===== config.mk =====
export PLATFORM = sky130hd
export DESIGN_NAME = bus_device_port
export DESIGN_NICKNAME = d
export VERILOG_FILES = /design/src/rtl/bus_pkg.sv /design/src/rtl/dev_fifo.sv /design/src/rtl/bus_device_port.sv
export SDC_FILE = /design/constraint.sdc
export NUM_CORES = 1
export LEC_CHECK = 0
export BUFFER_PORTS_ARGS = -buffer_cell sky130_fd_sc_hd__buf_2
export CAP_MARGIN = 25
export CORE_UTILIZATION = 35
export CTS_BUF_LIST = sky130_fd_sc_hd__clkbuf_4 sky130_fd_sc_hd__clkbuf_8
export DETAILED_ROUTE_END_ITERATION = 7
export PLACE_DENSITY = 0.64
export SLEW_MARGIN = 20
export SYNTH_ARGS = -nofsm -noshare
export SYNTH_HDL_FRONTEND = slang
export SYNTH_SLANG_ARGS = --single-unit

===== constraint.sdc =====
create_clock -name clk -period 3.3 [get_ports clk]
set_input_delay 0 -clock clk [delete_from_list [all_inputs] [get_ports clk]]
set_output_delay 0 -clock clk [all_outputs]
set_load 0.01 [all_outputs]

===== src/rtl/bus_pkg.sv =====
// bus_pkg: shared bus constants and field widths for bus-attached devices
package bus_pkg;

    // Default packet width in bits
    localparam int PCKG_SZ = 16;

    // Width of the destination ID field at the top of every packet
    localparam int ID_W = 8;

    // Destination ID accepted by every device on the bus
    localparam logic [ID_W-1:0] BROADCAST = 8'hFF;

    typedef logic [ID_W-1:0] dev_id_t;

endpackage


===== src/rtl/dev_fifo.sv =====
// dev_fifo: synchronous first-word-fall-through FIFO; head is 0 while empty
module dev_fifo #(
    parameter int width = 16,
    parameter int depth = 8
) (
    input  logic             clk,
    input  logic             reset,
    input  logic             push,
    input  logic             pop,
    input  logic [width-1:0] din,
    output logic [width-1:0] dout,
    output logic             full,
    output logic             empty
);

    localparam int PW = (depth > 1) ? $clog2(depth) : 1;
    localparam int CW = $clog2(depth + 1);

    logic [width-1:0] mem [depth];
    logic [PW-1:0]    wr_ptr;
    logic [PW-1:0]    rd_ptr;
    logic [CW-1:0]    count;
    logic             do_push;
    logic             do_pop;

    // A pop on an empty FIFO is ignored; a push into a full FIFO only
    // lands when a pop frees the head slot in the same cycle.
    assign do_pop  = pop && !empty;
    assign do_push = push && (!full || do_pop);
    assign full    = count == CW'(depth);
    assign empty   = count == '0;
    assign dout    = empty ? '0 : mem[rd_ptr];

    // Storage write; pointers are cleared by reset so stale data is harmless
    always_ff @(posedge clk) begin
        if (!reset && do_push)
            mem[wr_ptr] <= din;
    end

    // Pointers wrap modulo depth and the occupancy counter spans 0..depth
    always_ff @(posedge clk) begin
        if (reset) begin
            wr_ptr <= '0;
            rd_ptr <= '0;
            count  <= '0;
        end else begin
            if (do_push)
                wr_ptr <= (wr_ptr == PW'(depth - 1)) ? '0 : wr_ptr + 1'b1;
            if (do_pop)
                rd_ptr <= (rd_ptr == PW'(depth - 1)) ? '0 : rd_ptr + 1'b1;
            count <= count + CW'(do_push) - CW'(do_pop);
        end
    end

endmodule


===== src/rtl/bus_device_port.sv =====
// bus_device_port: host/bus device port with TX and RX FIFOs and an address filter
module bus_device_port
    import bus_pkg::*;
#(
    parameter int      pckg_sz   = PCKG_SZ,
    parameter int      fifo_size = 8,
    parameter dev_id_t id        = '0,
    parameter dev_id_t broadcast = BROADCAST
) (
    input  logic               clk,
    input  logic               reset,
    input  logic               wr_en,
    input  logic [pckg_sz-1:0] wr_data,
    output logic               tx_full,
    output logic               pndng,
    output logic [pckg_sz-1:0] D_pop,
    input  logic               pop,
    input  logic               push,
    input  logic [pckg_sz-1:0] D_push,
    input  logic               rd_en,
    output logic [pckg_sz-1:0] rd_data,
    output logic               rx_valid,
    output logic               tx_ovf,
    output logic               rx_ovf,
    output logic [7:0]         drop_cnt
);

    dev_id_t dest;
    logic    match;
    logic    rx_full;
    logic    tx_empty;
    logic    rx_empty;

    assign dest     = D_push[pckg_sz-1 -: ID_W];
    assign match    = (dest == id) || (dest == broadcast);
    assign pndng    = !tx_empty;
    assign rx_valid = !rx_empty;

    dev_fifo #(.width(pckg_sz), .depth(fifo_size)) u_tx (
        .clk   (clk),
        .reset (reset),
        .push  (wr_en),
        .pop   (pop),
        .din   (wr_data),
        .dout  (D_pop),
        .full  (tx_full),
        .empty (tx_empty)
    );

    dev_fifo #(.width(pckg_sz), .depth(fifo_size)) u_rx (
        .clk   (clk),
        .reset (reset),
        .push  (push && match),
        .pop   (rd_en),
        .din   (D_push),
        .dout  (rd_data),
        .full  (rx_full),
        .empty (rx_empty)
    );

    // Sticky overflow flags: set when a write is lost because nothing drains the full FIFO
    always_ff @(posedge clk) begin
        if (reset) begin
            tx_ovf <= 1'b0;
            rx_ovf <= 1'b0;
        end else begin
            if (wr_en && tx_full && !pop)
                tx_ovf <= 1'b1;
            if (push && match && rx_full && !rd_en)
                rx_ovf <= 1'b1;
        end
    end

    // Count misaddressed pushes, holding at 255
    always_ff @(posedge clk) begin
        if (reset)
            drop_cnt <= '0;
        else if (push && !match && drop_cnt != 8'hFF)
            drop_cnt <= drop_cnt + 8'd1;
    end

endmodule

==> results of run 1 <==
worst max path at each step:
stage                             start                  endpoint  slack [ps]  cells past startpoint
6_report                      flip-flop                  D_pop[4]         720                      5
3_3_place_gp   u_tx.count[2]$_SDFF_PP0_  u_tx.count[2]$_SDFF_PP0_         980                     12
2_1_floorplan  u_tx.count[2]$_SDFF_PP0_  u_tx.mem[1][0]$_DFFE_PP_         140                      8
3_5_place_dp   u_tx.count[2]$_SDFF_PP0_  u_tx.count[2]$_SDFF_PP0_         920                     12
4_1_cts                       flip-flop                  D_pop[4]         610                      5
5_1_grt                       flip-flop                  D_pop[0]         510                      5
power groups by stage:
| stage | registers, mW | logic, mW | clock network, mW |
|---|---|---|---|
| after floorplan | 4.27 | 1.42 | 0 |
| after global placement | 4.36 | 1.98 | 0 |
| after detailed placement | 4.37 | 1.99 | 0 |
| after CTS | 4.29 | 2.04 | 2.99 |
| after global routing | 4.31 | 2.22 | 3.13 |
| final | 4.28 | 2.00 | 2.90 |
cells in the final DEF (no fill, tap or decap), types with 3 or more instances in the layout:
master,instances
nor3_2,8
nor2b_1,5
buf_4,26
a21oi_1,12
clkbuf_4,18
nor4_1,4
dlygate4sd3_1,38
or3_1,4
clkinv_2,3
nor3_1,4
clkbuf_8,48
clkinv_1,9
edfxtp_1,256
nor4_2,3
nor2_1,61
ha_1,21
nand2b_1,5
mux4_2,64
buf_2,82
mux2i_1,37
nand4_1,4
nand3_1,7
nand3b_1,4
nand2_1,11
inv_1,23
dfxtp_1,34
o21ai_0,7
metrics by stage:
step / hold slack (ps) / utilization / instances
6_report: 26.6 / 0.429 / 1275
5_1_grt: 40.5 / 0.429 / 1275
4_1_cts: 4.23 / 0.429 / 1275
3_5_place_dp: 270 / 0.390 / 1157
3_3_place_gp: 271 / 0.390 / 1157
2_1_floorplan: 98.9 / - / 631
final cells by class:
class / count / area share
flip-flops and latches: 292 / 0.602
clock buffers: 66 / 0.0569
multi-input cells: 291 / 0.219
clock inverters: 14 / 0.00546
well taps: 442 / 0.0396
repair buffers: 146 / 0.0705
inverters: 24 / 0.00662
kinds of logic after synthesis:
group / after synthesis
AO/OA/AOI/OAI: 26
XOR/XNOR: 4
adder cells (fa/ha/maj): 23
buffers and inverters: 48
flip-flops: 292
multiplexers: 103
AND/OR/NAND/NOR: 135
timing repair:
action / CTS / global route
endpoints found under the setup margin: 0 / 0
hold buffers: 38 / 0
buffers inserted: 0 / 0
hold endpoints to repair: 276 / 0
layer usage:
metal	share of wire	global-route usage
met5	0	0
met4	0.019	0.0463
met3	0.042	0.0263
met2	0.47	0.212
met1	0.47	0.188
state kept, by name (all words and copies together), names as in the netlist, named ones only:
name,count
u_tx.rd_ptr,3
u_rx.wr_ptr,3
tx_ovf,1
u_rx.rd_ptr,3
u_tx.mem,128
u_tx.count,4
u_rx.count,4
u_rx.mem,128
drop_cnt,8
rx_ovf,1
u_tx.wr_ptr,3
==> results.ini, run 1 <==
[outcome]
status = completed

[power]
vdd_drop_max_mv = 0.247
clockPowerShare = 0.316
power_leakage_nw = 4.72
p_total_mw = 9.17
swShare = 0.274
p_seq_frac = 0.466
powerDensity_nw_per_um2 = 656
p_switching_mw = 2.51
internal-power_mw = 6.66
pwr-share-comb = 0.218

[detailed_routing]
drtAntennaViolNets = 0
drc = 0
routed_wl_um = 22500
wl_per_cell_um = 17.6
dr.pass1.iters = 4
vias = 6092
drt_iter0_drc = 383
avgViaCountPerCell = 4.78

[clock_network]
cts_sinks = 292
path_clk_slew_ps = 60
htree_levels = 2
clockRootBuffer = clkbuf_8
cts_tree = done
clkLatencyLatePin_ps = 560
cts_buffers = 47
clk_path_buf_depth = 3
cts_resized = 0

[worst_setup_path]
cp_slowest_stage_delay_ps = 770
ff2ff_path_depth = 12
critPathLaunchType = flip-flop
worstReg2RegEnd = u_tx.count[2]$_SDFF_PP0_
rrSetupSlack_ps = 930
setup.worst_path.class = flip-flop to output port
critPathCaptureType = output port
path_cells = buf_4 > mux4_2 > mux2i_1 > nor2_1 > buf_2
cp_data_required_time_ps = 3300
crit_family = flip-flops
crit_path_max_fanout = 18
crit_buf_inv = 2
worstReg2RegStart = u_tx.count[2]$_SDFF_PP0_
crit_arrival_ps = 2580
crit_slowest_cell = dfxtp_2

[synthesis]
syn_inst = 631
synth_flop_cell = edfxtp_1
synth_area_leaders = edfxtp_1, mux4_2, dfxtp_1
yosys.area_share.simple = 0.0598
synth_fp_nets = 692
synth_top_cell_area_share = 0.660
synth.avg_cell_area_um2 = 18.5
synth_area_um2 = 11600
synth_top_family_by_area = multiplexers
async_flop_share = 0
ys_seq_area_frac = 0.722
synthTopCellsByCount = edfxtp_1, mux4_2, nor2_1
synth.most_common_cell = edfxtp_1
synth-edff-count = 256
synthXorXnorAreaFrac = 0.00301
synth_mux_area_frac = 0.157
ys_seq_elements = 292
ys.warnings.count = 0
synth_area_leader_cell = edfxtp_1
synth-compound-area-share = 0.0125
ys_types = 44
synthAdderAreaFrac = 0.0260

[die]
die_w_um = 184
io_pins = 83
initial_core_util = 0.357
row_count = 66
die_h_um = 184
core-area_um2 = 32600
dieArea_um2 = 34000

[sta]
setup_ws_ps = 721
relSlewSlack = 0.469
period_share = 0.782
fmax_ghz = 0.388
fin_skew_ps = 22.9
finalCriticalPeriod_ps = 2580
setup_viol = 0
rsz0062_at_grt = no
tightest_slew_ps = 796
drv_slew = 0
timing_hold_violations_final = 0
fin_setup_tns_ps = 0

[placed_design]
dp_hpwl_um = 12700
dpl_cell_area_um2 = 12700
routabilityCongestion = 0.720
dpl_worst_slack_ps = 921
io_buffers = 82

[finish]
fill_cells = 2881
syn_to_final_growth_pct = 20.0
fin_nets = 863
seq_area_um2 = 8410
layout-drive-gt1-share = 0.323
antenna_cells = 0
multi_input_area_um2 = 3060
design_area_um2 = 14000

[global_routing]
grt_max_degree = 45
grt_overflow_total = 0
grt_use_total = 0.135
grt_pass1_vias = 6136
grt_pass1_wl_um = 34600
antenna_found_initial = 0

[hold_path]
hold_depth = 2
min_path_type = input port to flip-flop
hold_start = reset

[flow_run]
cap_violations = 0

(Power assumes the default switching activity.)
==> run 2: changes to the inputs <==
Settings changed: ABC_AREA set to 1.
Clock period 3.3 ns to 2.06 ns, I/O delays scaled along.
==> results.ini, run 2 <==
[finish]
layout-drive-gt1-share = 0.230
layout_common_cells = edfxtp_1, nor2_1, o21ai_0
multi_input_area_um2 = 3290
final_common_cell = edfxtp_1
antenna_cells = 0
syn_to_final_growth_pct = 25.6
fill_cells = 3034
reg_top3 = u_rx.mem (128), u_tx.mem (128), drop_cnt (8)
design_area_um2 = 15200
seq_area_um2 = 8430
fin_nets = 1251

[clock_network]
path_clk_slew_ps = 60
cts_sinks = 292
htree_levels = 2
clk_path_buf_depth = 3
clkLatencyLatePin_ps = 570
clockRootBuffer = clkbuf_8
cts_tree = done
cts_buffers = 48

[detailed_routing]
wl_per_cell_um = 16.3
drt_iter0_drc = 563
dr.pass1.iters = 5
avgViaCountPerCell = 4.89
drc = 0
drtAntennaViolNets = 0
routed_wl_um = 27300
vias = 8176

[worst_setup_path]
path_cells = inv_2 > ha_4 > nand3_2 > nand2_2 > inv_1 > ha_1 > inv_1 > ha_2 > inv_2 > fa_2 > nor2_1
crit_cells = 11
critPathCaptureType = flip-flop
setup.worst_path.class = flip-flop to flip-flop
crit_path_max_fanout = 4
crit_family = adder cells
crit_slowest_cell = fa_2
critPathLaunchType = flip-flop
ff2ff_path_depth = 11
cp_slowest_stage_delay_ps = 520
crit_arrival_ps = 2470
crit_buf_inv = 4
cp_data_required_time_ps = 2520

[placed_design]
routabilityCongestion = 0.788
dpl_worst_slack_ps = 6.35
dp_hpwl_um = 15800
io_buffers = 82
dpl_cell_area_um2 = 13300

[synthesis]
synth.most_common_cell = edfxtp_1
synth_flop_cell = edfxtp_1
ys_types = 33
synth_top_cell_area_share = 0.637
async_flop_share = 0
synth_fp_nets = 1051
synth_top_family_by_area = simple AND/OR/NAND/NOR gates
ys_seq_area_frac = 0.697
ys.warnings.count = 0
synth_area_leader_cell = edfxtp_1
yosys.area_share.simple = 0.110
synth.avg_cell_area_um2 = 12.2
synth_area_leaders = edfxtp_1, nor2_1, dfxtp_1
synthAdderAreaFrac = 0.0251
synthTopCellsByCount = edfxtp_1, nor2_1, o21ai_0
syn_inst = 990
synth_mux_area_frac = 0.0265
ys_seq_elements = 292
synth-edff-count = 256
synth-compound-area-share = 0.0982
synthXorXnorAreaFrac = 0.00436
synth_area_um2 = 12100

[die]
dieArea_um2 = 35200
core-area_um2 = 33700
io_pins = 83
initial_core_util = 0.358
row_count = 67
die_w_um = 188
die_h_um = 188

[global_routing]
grt_pass1_wl_um = 42000
grt_use_total = 0.149
antenna_found_initial = 0
grt_max_degree = 49
grt_overflow_total = 0
grt_pass1_vias = 8097

[power]
p_total_mw = 17.6
powerDensity_nw_per_um2 = 1160
vdd_drop_max_mv = 0.764
power_leakage_nw = 5.52

[sta]
timing_hold_violations_final = 0
drv_slew = 0
fin_skew_ps = 43.1
rsz0062_at_grt = yes
finalCriticalPeriod_ps = 2010
setup_viol = 0
fmax_ghz = 0.498
tightest_slew_ps = 381
relSlewSlack = 0.745
period_share = 0.975
setup_ws_ps = 52.2

[hold_path]
min_path_type = input port to flip-flop
hold_depth = 5

[flow_run]
cap_violations = 0

[outcome]
status = completed

-- run 2: tightest hold or removal path: stages --
cell and delay [ps]:
buf_2 170, inv_1 110, buf_4 210, nand2_1 80, nor2_1 30
-- run 2: path summary, 6_finish.rpt --
check                      startpoint                  endpoint  slack [ps]
max          u_tx.count[2]$_SDFF_PP0_  u_tx.count[1]$_SDFF_PP0_          50
min                             reset  drop_cnt[6]$_SDFFE_PP0P_          70
max reg2reg  u_tx.count[2]$_SDFF_PP0_  u_tx.count[1]$_SDFF_PP0_          50
min reg2reg       rx_ovf$_SDFFE_PP0P_       rx_ovf$_SDFFE_PP0P_         460
-- run 2: layout make-up --
cell class | instances | share of cell area
sequential | 292 | 0.556
clock buffer | 61 | 0.0509
clock inverter | 23 | 0.0107
inverter | 46 | 0.0123
multi-input combinational | 603 | 0.217
timing repair buffer | 199 | 0.116
tap | 448 | 0.0370
-- run 2: cells by family (layout without fill, tap and decap cells) --
family,Yosys count,after routing
flip-flops,292,292
buffers and inverters,95,329
adder cells (fa/ha/maj),23,23
XOR/XNOR,6,6
multiplexers,32,32
AO/OA/AOI/OAI,222,222
AND/OR/NAND/NOR,320,320
-- run 2: power breakdown --
part / switching [mW] / leakage (nW) / internal, mW / total [mW]
sequential: 0.225 / 2.60 / 6.71 / 6.93
clock: 2.30 / 0.491 / 2.70 / 5.00
combinational: 3.23 / 2.43 / 2.39 / 5.63
total: 5.75 / 5.52 / 11.8 / 17.6
-- run 2: metal layers --
metal	GRT usage	part of all wire	routed length, µm	up-vias
met4	0.0547	0.024	642	0
met1	0.194	0.44	11900	3934
met2	0.244	0.48	13100	258
li1	-	-	-	3939
met5	0	0	0	-
met3	0.0301	0.061	1670	45
-- run 2: timing repair --
item,4_1_cts,5_1_grt
resized for setup,11,57
hold endpoints to repair,290,0
hold buffers,43,0
setup endpoints to repair,44,175
cloned,2,5
pin swaps,2,12
setup buffers,0,14
-- run 2: stage by stage --
| stage | instances | util | setup TNS [ps] | hold WS, ps |
|---|---|---|---|---|
| 5_1_grt | 1672 | 0.450 | -517 | 89.7 |
| 3_5_place_dp | 1525 | 0.394 | 0 | 279 |
| 2_1_floorplan | 990 | - | -31150 | 98.9 |
| 6_report | 1672 | 0.450 | 0 | 70.6 |
| 4_1_cts | 1654 | 0.438 | -3.68 | 54.8 |
| 3_3_place_gp | 1525 | 0.394 | 0 | 271 |
==> run 3: changes to the inputs <==
Clock period 2.06 ns to 1.7 ns, I/O delays scaled along.
==> results.ini, run 3 (synthesis results as in run 2) <==
[detailed_routing]
drc = 0
route.met3.wl_um = 1570
dr_wl_met2_um = 13800
highest_layer = met4
avgViaCountPerCell = 4.89
vias = 8344
dr.pass1.iters = 5
wl_met1_um = 12300
routed_wl_um = 28200
drt_iter0_drc = 607
drtAntennaViolNets = 0
wl_per_cell_um = 16.5

[worst_setup_path]
crit_buf_inv = 4
crit_family = buffers and inverters
crit_path_max_fanout = 6
rrSetupSlack_ps = -230
critPathCaptureType = output port
crit_slowest_cell = dfxtp_4
crit_top_cell = nor2_1
cp_data_required_time_ps = 1700
setup.worst_path.class = flip-flop to output port
path_cells = buf_12 > buf_8 > buf_6 > mux2i_2 > o22ai_1 > nor2_1 > nor2_1 > buf_2
critPathLaunchType = flip-flop
cp_slowest_stage_delay_ps = 370
crit_arrival_ps = 1960

[global_routing]
grt_pass1_wl_um = 43700
grt_max_degree = 49
grt_use_total = 0.157
grt_pass1_vias = 8197
grt_overflow_total = 0
antenna_found_initial = 0

[power]
powerDensity_nw_per_um2 = 1390
p_seq_frac = 0.374
pwr-share-comb = 0.358
power_leakage_nw = 5.84
swShare = 0.330
vdd_drop_max_mv = 0.720
p_switching_mw = 7.39
internal-power_mw = 15.0
clockPowerShare = 0.269
p_total_mw = 22.4

[sta]
fin_skew_ps = 44.5
drv_slew = 0
fmax_ghz = 0.510
tightest_slew_ps = 672
setup_viol = 285
period_share = 1.15
rsz0062_at_grt = yes
setup_ws_ps = -259
relSlewSlack = 0.551
timing_hold_violations_final = 0
hold_ws_ps = 185
finalCriticalPeriod_ps = 1960

[placed_design]
routabilityCongestion = 0.773
dp_hpwl_um = 16100
io_buffers = 82

[clock_network]
clockRootBuffer = clkbuf_8
cts_sinks = 292
cts_tree = done
clkLatencyLatePin_ps = 580
cts_buffers = 48
htree_levels = 2
path_clk_slew_ps = 60
clk_path_buf_depth = 3

[outcome]
status = finished, violations left
violations = setup timing

[finish]
fin_nets = 1283
seq_area_um2 = 8430
fill_cells = 2942
layout_common_cells = edfxtp_1, nor2_1, o21ai_1
final_common_cell = edfxtp_1
antenna_cells = 0
layout-drive-gt1-share = 0.301
syn_to_final_growth_pct = 33.6
multi_input_area_um2 = 3690
reg_top3 = u_rx.mem (128), u_tx.mem (128), drop_cnt (8)

[die]
core-area_um2 = 33700
die_h_um = 188
die_w_um = 188
io_pins = 83
dieArea_um2 = 35200
initial_core_util = 0.358
row_count = 67

[hold_path]
min_path_type = input port to flip-flop

[flow_run]
cap_violations = 0

[run 3: changes by cell type in the layout (fill, tap and decap cells not counted), moves of 7 or more]
cell,change
buf_12,+15
buf_6,+11
ha_4,+7
mux2i_1,-10
mux2i_2,+9
nor2_1,-13
nor2_4,+16
o21ai_0,-56
o21ai_1,+44
o21ai_2,+12
[run 3: tightest hold or removal path: cells and delay by family]
family	cells	cell delay, ps
AND/OR/NAND/NOR	3	270
buffers and inverters	2	260
AO/OA/AOI/OAI	2	170
[run 3: final cells by class]
| cell class | instances | area share |
|---|---|---|
| Clock buffer | 63 | 0.0480 |
| Clock inverter | 22 | 0.0104 |
| Inverter | 46 | 0.0121 |
| Multi-Input combinational cell | 603 | 0.229 |
| Sequential cell | 292 | 0.523 |
| Tap cell | 448 | 0.0348 |
| Timing Repair Buffer | 231 | 0.143 |
[run 3: final timing paths]
check | start | to | cells after the start
setup / recovery | flip-flop | D_pop[13] | 8
hold / removal | D_push[12] | rx_ovf$_SDFFE_PP0P_ | 7
setup reg to reg | u_rx.count[2]$_SDFF_PP0_ | u_rx.count[1]$_SDFF_PP0_ | 12
hold reg to reg | tx_ovf$_SDFFE_PP0P_ | tx_ovf$_SDFFE_PP0P_ | 2
[run 3: timing repair]
action,4_1_cts,5_1_grt
gates cloned,10,5
hold endpoints to repair,284,0
buffers inserted,21,10
pin swaps,27,53
resized for setup,105,83
endpoints found under the setup margin,292,295
hold buffers,37,0
[run 3: routing by layer]
layer  track usage  up-vias
met3        0.0288       43
met4        0.0510        0
met5             0        -
met2         0.263      251
li1              -     4002
met1         0.207     4048
[run 3: metrics by stage]
stage | cell area, µm² | util | std cells | setup TNS [ps] | setup slack (ps)
3_5_place_dp | 13800 | 0.410 | 1542 | -21850 | -227
2_1_floorplan | 12300 | - | 990 | -30600 | -364
5_1_grt | 16100 | 0.478 | 1705 | -56890 | -366
6_report | 16100 | 0.478 | 1705 | -28430 | -259
3_3_place_gp | 13800 | 0.410 | 1542 | -14190 | -209
4_1_cts | 15800 | 0.469 | 1695 | -30350 | -279
[run 3: power by group through the flow]
stage          combinational, mW  clock, mW  sequential (mW)
6_report                    8.01       6.02             8.37
3_3_place_gp                6.26          0             8.47
5_1_grt                     8.78       6.48             8.40
2_1_floorplan               4.14          0             8.40
3_5_place_dp                6.38          0             8.48
4_1_cts                     7.42       6.16             8.36
